$ cat config.mk
export PLATFORM = sky130hd
export DESIGN_NAME = tawas_regfile
export DESIGN_NICKNAME = d
export VERILOG_FILES = /design/src/rtl/tawas_regfile.sv
export SDC_FILE = /design/constraint.sdc
export NUM_CORES = 2
export LEC_CHECK = 0
export CORE_MARGIN = 8
export CORE_UTILIZATION = 25
export DETAILED_ROUTE_END_ITERATION = 7
export GPL_TIMING_DRIVEN = 0
export SETUP_SLACK_MARGIN = 0.2
export SLEW_MARGIN = 20
export SYNTH_ARGS = -nofsm -noshare
export SYNTH_HDL_FRONTEND = slang
export SYNTH_SLANG_ARGS = --single-unit
$ cat constraint.sdc
create_clock -name CLK -period 21.6 [get_ports CLK]
set_input_delay 4.32 -clock CLK [delete_from_list [all_inputs] [get_ports CLK]]
set_output_delay 4.32 -clock CLK [all_outputs]
set_load 0.005 [all_outputs]
$ cat src/rtl/tawas_regfile.sv
// Two-bank register file for the Tawas AU. Reads come combinationally from the
// issuing slice's bank. AU results are written to the other bank. A scoreboard tracks loads that are still outstanding.
module tawas_regfile #(
   parameter logic [31:0] REG_RESET_VAL = 32'd0,
   parameter int          WB_BYPASS     = 1
) (
   input  logic        CLK,
   input  logic        RST,
   input  logic        SLICE,
   input  logic [2:0]  AU_RA_SEL,
   output logic [31:0] AU_RA,
   input  logic [2:0]  AU_RB_SEL,
   output logic [31:0] AU_RB,
   input  logic        AU_RC_VLD,
   input  logic [2:0]  AU_RC_SEL,
   input  logic [31:0] AU_RC,
   input  logic [2:0]  LS_RD_SEL,
   output logic [31:0] LS_RD,
   input  logic        LS_LD_ISSUE,
   input  logic [2:0]  LS_LD_SEL,
   input  logic        LS_WB_VLD,
   input  logic        LS_WB_SLICE,
   input  logic [2:0]  LS_WB_SEL,
   input  logic [31:0] LS_WB_DATA,
   output logic        RF_STALL,
   output logic [15:0] RF_PEND,
   output logic        RF_ERR
);

   localparam logic bypassEn = (WB_BYPASS != 0);

   logic [31:0] regs_q [2][8];
   logic [15:0] pend_q, pend_d;
   logic        err_q, err_d;

   logic       auBank;
   logic [3:0] auIdx, wbIdx, issueIdx;
   logic       wbSameBank, raHit, rbHit, ldHit, auCollide, auWrEn;

   assign auBank   = ~SLICE;
   assign auIdx    = {auBank, AU_RC_SEL};
   assign wbIdx    = {LS_WB_SLICE, LS_WB_SEL};
   assign issueIdx = {SLICE, LS_LD_SEL};

   // A returning load into the current bank forwards its data to any matching read.
   assign wbSameBank = bypassEn && LS_WB_VLD && (LS_WB_SLICE == SLICE);
   assign raHit      = wbSameBank && (LS_WB_SEL == AU_RA_SEL);
   assign rbHit      = wbSameBank && (LS_WB_SEL == AU_RB_SEL);
   assign ldHit      = wbSameBank && (LS_WB_SEL == LS_RD_SEL);

   assign AU_RA = raHit ? LS_WB_DATA : regs_q[SLICE][AU_RA_SEL];
   assign AU_RB = rbHit ? LS_WB_DATA : regs_q[SLICE][AU_RB_SEL];
   assign LS_RD = ldHit ? LS_WB_DATA : regs_q[SLICE][LS_RD_SEL];

   assign RF_STALL = (pend_q[{SLICE, AU_RA_SEL}] && !raHit)
                   | (pend_q[{SLICE, AU_RB_SEL}] && !rbHit)
                   | (pend_q[{SLICE, LS_RD_SEL}] && !ldHit);

   assign RF_PEND = pend_q;
   assign RF_ERR  = err_q;

   // When the AU and a load target the same register, the load data is kept.
   assign auCollide = AU_RC_VLD && LS_WB_VLD && (wbIdx == auIdx);
   assign auWrEn    = AU_RC_VLD && !auCollide;

   // Scoreboard update. A new load issued in the cycle its predecessor returns is
   // legal and leaves the entry pending.
   always_comb begin
      pend_d = pend_q;
      err_d  = err_q;
      if (LS_WB_VLD) begin
         if (!pend_q[wbIdx]) err_d = 1'b1;
         pend_d[wbIdx] = 1'b0;
      end
      if (LS_LD_ISSUE) begin
         if (pend_q[issueIdx] && !(LS_WB_VLD && (wbIdx == issueIdx))) err_d = 1'b1;
         pend_d[issueIdx] = 1'b1;
      end
      if (AU_RC_VLD && pend_q[auIdx]) err_d = 1'b1;
      if (auCollide) err_d = 1'b1;
   end

   always_ff @(posedge CLK or posedge RST) begin
      if (RST) begin
         pend_q <= '0;
         err_q  <= 1'b0;
      end else begin
         pend_q <= pend_d;
         err_q  <= err_d;
      end
   end

   always_ff @(posedge CLK or posedge RST) begin
      if (RST) begin
         for (int b = 0; b < 2; b++) begin
            for (int r = 0; r < 8; r++) begin
               regs_q[b][r] <= REG_RESET_VAL;
            end
         end
      end else begin
         if (auWrEn) regs_q[auBank][AU_RC_SEL] <= AU_RC;
         if (LS_WB_VLD) regs_q[LS_WB_SLICE][LS_WB_SEL] <= LS_WB_DATA;
      end
   end

endmodule

* Word-level counts from Yosys, hierarchy flattened
Cells that the tools add are included.
** Storage, ports and cells
- Bits in registers :: 529
- Input bits :: 89
- Output and inout port bits :: 114
- Logic and storage cells :: 133
** Cells by class
- Magnitude comparators :: 20
- Eq/ne operators :: 6
- Muxes and demuxes :: 51
- Bitwise logic cells :: 14
- Reduce and logical (&&, ||, !) cells :: 24
** Operators with widths (count)
- 256-bit 2-to-1 mux :: 5
- 512-bit bitwise mux :: 2
- 512-bit 2-to-1 mux :: 2
- 256-bit demux with 1-bit select :: 2
- 32-bit 2-to-1 mux :: 11
- 32-bit binary-select mux with 3-bit select :: 3
- 32-bit demux with 3-bit select :: 2
- 16-bit 2-to-1 mux :: 2
- 4-bit by 5-bit less-than comparator with 1-bit output, second input constant :: 6
- 1-bit binary-select mux with 4-bit select :: 6
- 4-bit >= comparator, second input constant :: 5
- 3-bit NOT with 4-bit output :: 5
- 1-bit logical AND :: 19
- 16-bit AND :: 1
- 16-bit NOT :: 1
- 16-bit bitwise OR :: 1
- 1-bit 2-to-1 mux :: 14
- 3-bit == test :: 3
- 1-bit demux with 4-bit select :: 2
- 4-bit == test :: 2
- 4-bit by 1-bit >= comparator with 1-bit output, second input constant :: 2
- 4-bit by 1-bit less-than comparator with 1-bit output, second input constant :: 2
- 2-bit >= comparator, second input constant :: 3
- 1-bit NOT with 2-bit output :: 3
- 5 further kinds :: 11

* Longest topological paths before layout
- Depth after elaboration :: 11
- Depth in mapped cells :: 9
- Mapped depth without buffers :: 5

* Worst setup path before layout
No wires, ideal clock.
- Path kind :: input -> output
- From :: input port SLICE
- To :: output port LS_RD[10]
- Data arrival time :: 6.332 ns
- Data required time :: 17.280 ns
- Path slack :: 10.948 ns
- Cell stages on the path :: 7
- Path buffers :: 4
- Cells stage by stage :: buf_2 > buf_2 > clkbuf_1 > buf_1 > mux4_2 > mux4_2 > mux2_2
** Between the ends
- Cells in the longest elaborated chain, start to end :: 8
- Elaborated cells between the ends (all ways) :: 11
- Classes of those cells :: eq/ne: 1; mux: 7; bitwise: 1; reduce/logical: 2
** RTL lines
- from (decl) :: line 9 : input logic SLICE,
- 1-bit NOT with 2-bit output (implied by the code) :: line 53 : assign LS_RD = ldHit ? LS_WB_DATA : regs_q[SLICE][LS_RD_SEL];
- 256-bit 2-to-1 mux (implied by the code) (3 in series) :: line 53
- 32-bit binary-select mux with 3-bit select :: line 53
- 32-bit 2-to-1 mux (implied by the code) (2 in series) :: line 53
- 32-bit 2-to-1 mux * :: line 53
- to (decl) :: line 18 : output logic [31:0] LS_RD,
Mark *: on every way between the ends. The rest lies on a longest branch, timed or not. The select of a mux whose other input is x is not followed.

* Worst setup path in the final report
- From :: input port AU_RA_SEL[0]
- To :: output port AU_RA[13]
** Between the ends
- Cells in the longest elaborated chain, start to end :: 5
- Elaborated cells between the ends (all ways) :: 7
- Classes of those cells :: eq/ne: 1; mux: 4; bitwise: 1; reduce/logical: 1
** RTL lines
- from (decl) :: line 10 : input logic [2:0] AU_RA_SEL,
- 3-bit NOT with 4-bit output (implied by the code) :: line 51 : assign AU_RA = raHit ? LS_WB_DATA : regs_q[SLICE][AU_RA_SEL];
- 32-bit binary-select mux with 3-bit select :: line 51
- 32-bit 2-to-1 mux (implied by the code) (2 in series) :: line 51
- 32-bit 2-to-1 mux * :: line 51
- to (decl) :: line 11 : output logic [31:0] AU_RA,
Marks and branches as above.

==> flow_summary.toml <==
[outcome]
outcome = "complete, no violations"

[logic_synthesis]
syn_area_um2 = 38400
async_flop_share_pct = 100
ys.flop_type = "dfrtp_1"
synth_edf_count = 0
ys_seq_elements = 529
ys_seq_area_share_pct = 34.5
synth_nets = 3324
postSynthCellCount = 3235
ys_types = 52
yosys_warnings = 0
syn_area_per_cell_um2 = 11.9

[power_and_ir_drop]
cellPowerDensity_nw_per_um2 = 89.2
power.total_mw = 4.00
leakage_nw = 17.4
vdd_ir_drop_max_mv = 0.0871
clkPwrFrac_pct = 27.2
p_int_mw = 2.66
p_seq_share_pct = 38.1
swShare_pct = 33.3
p_sw_mw = 1.33
combinationalPowerShare_pct = 34.7

[final_layout]
nFillCells = 15700
multi_input_comb_area_um2 = 23200
syn2layout_area_growth_pct = 16.7
ff_latch_area_um2 = 13200
nets = 3550
drive_gt1_share_pct = 25.4

[critical_path]
critPathArrivalTime_ns = 8.42
required_ns = 17.28
path_class = "input port to primary output"
critical_path.max_fanout = 10
rr_startpoint = "RF_PEND[3]"
cp-end-kind = "primary output"
cp-start-kind = "input port"
critPathLaunch = "AU_RA_SEL[0]"
ff2ff_setup_slack_ns = 19.49

[grt]
overflow = 0
globalRouteMet1Util_pct = 24.5
gr-max-usage-layer = "met2"
grt_pass1_wl_um = 245000
antenna_found_initial = 36
grt_max_degree = 94
grt_use_total_pct = 20.2
grt_pass1_vias = 31500
met3_usage_pct = 8.32
use_met2_pct = 30.4

[floorplanning]
fp-row-count = 144
start_util_pct = 25.0
die-width_um = 408
die_h_um = 408
fp.dieArea_um2 = 166000
io_pins = 203
coreArea_um2 = 153000

[timing]
finalCritPeriodShare_pct = 59.0
slew_violations = 0
clock_skew_ns = 0.0102
finalHoldViolations = 0
rsz0062_at_grt = "false"
max_slew.worst_pin.slew_ns = 1.36
worst_slew_margin_rel_pct = 9.45
period_minus_slack_ns = 12.74
setup_viol = 0
worst_slack_ns = 8.86
holdWs_ns = 0.602
clock.fmax_mhz = 78.5

[placed_design]
pre_cts_ws_ns = 9.03
place_congestion = 0.957
port_buffers = 157
hpwl_um = 122000

[clocking]
cts_resized = 0
cts_sinks = 529
cts_tree = "yes"
clkTransAtPathRegs_ns = 0.06
cts_max_level = 2
clkLatencyLatePin_ns = 0.67
clk_path_buf_depth = 3
clockRootBuffer = "clkbuf_16"
post-cts-setup-buffers = 0
cts_hold_buf = 0
cts_buffers = 61

[routing]
ant_nets = 0
drt-total-wl_um = 176000
wl_per_cell_um = 31.6
via_per_inst = 5.81
vias = 32300
drtIter0Drc = 4370
drc = 0
dr.pass1.iters = 8

[hold_path]
min_path_type = "register to register"
hold_path.startpoint = "regs_q[370]"

[run]
cap_violations = 0
-- sequential cells by signal, indices dropped and copies added, names as in the netlist --
| register | flops |
|---|---|
| RF_PEND | 16 |
| regs_q | 512 |
| RF_ERR | 1 |
-- cell families (layout without fill, tap and decap cells) --
logic type	count (synthesis)	after routing	synth area share [%]
AO/OA/AOI/OAI	565	565	8.18
flip-flops	529	529	34.5
AND/OR/NAND/NOR	599	599	6.24
buffers and inverters	408	679	5.08
other	0	15	0
XOR/XNOR	16	16	0.384
multiplexers	1118	1118	45.6
-- critical path, cell delays in order --
cell and delay [ns]:
clkbuf_1 0.32, buf_2 0.47, buf_2 0.50, xor2_1 0.14
nor4_2 0.98, buf_2 0.65, mux2_2 0.50, clkdlybuf4s50_1 0.50
-- path summary, 6_finish.rpt --
check | to | cells after the start
min in group asynchronous | regs_q[282] | 2
max in group asynchronous | regs_q[296] | 6
setup / recovery | AU_RA[13] | 8
hold / removal | regs_q[370] | 2
hold reg to reg | regs_q[370] | 2
setup reg to reg | RF_ERR | 5
-- cell usage in the layout (no fill, tap or decap), drive strengths merged, types with 9 or more instances in the layout --
| cell | netlist | final |
|---|---|---|
| diode | 0 | 15 |
| a21oi | 356 | 356 |
| xor2 | 15 | 15 |
| dfrtp | 529 | 529 |
| clkinv | 1 | 9 |
| nor2 | 363 | 363 |
| nand3 | 14 | 14 |
| mux2i | 524 | 524 |
| nand2 | 190 | 190 |
| buf | 193 | 197 |
| inv | 10 | 11 |
| nor2b | 9 | 9 |
| clkbuf | 204 | 304 |
| mux2 | 97 | 97 |
| clkdlybuf4s50 | 0 | 157 |
| mux4 | 497 | 497 |
| o21ai | 172 | 172 |
-- per-stage QoR --
step / TNS, ns / util [%] / instances / cell area [µm²]
floorplan: 0 / - / 3235 / 38400
global placement: -2616.32 / 27.7 / 5436 / 42500
detailed placement: 0 / 27.9 / 5442 / 42700
CTS: 0 / 29.2 / 5550 / 44800
global route: 0 / 29.2 / 5552 / 44800
finish: 0 / 29.2 / 5565 / 44800
-- power by group through the flow --
stage	Sequential (mW)	Combinational, mW	Clock, mW
after floorplan	1.43	0.919	0
after global placement	1.50	1.35	0
after detailed placement	1.52	1.38	0
after CTS	1.51	1.38	1.08
after global routing	1.55	1.46	1.12
final	1.52	1.39	1.09
-- per-layer routing --
metal  vias up  share of wire [%]
li1      12700                  -
met1     16400                 36
met2      2539                 44
met3       627                 13
met4        22                6.4
met5         -              0.085
-- cell type report --
class	count	area share (%)
Antenna cell	15	0.0838
Buffer	397	4.37
Clock buffer	98	4.28
Clock inverter	10	0.240
Inverter	11	0.109
Multi-Input combinational cell	2298	51.8
Sequential cell	529	29.5
Tap cell	2044	5.71
Timing Repair Buffer	163	3.88
-- cell usage after synthesis (16+ instances only) --
master,count,area share [%]
a21oi_1,352,4.6
buf_1,60,0.59
buf_2,96,1.3
buf_8,16,0.63
clkbuf_1,204,2.0
dfrtp_1,529,34
mux2_2,97,2.8
mux2i_1,524,14
mux4_2,497,29
nand2_1,190,1.9
nor2_1,363,3.5
o21ai_0,76,0.99
o21ai_1,96,1.3
Note: power is estimated with default switching activity, not from simulation.
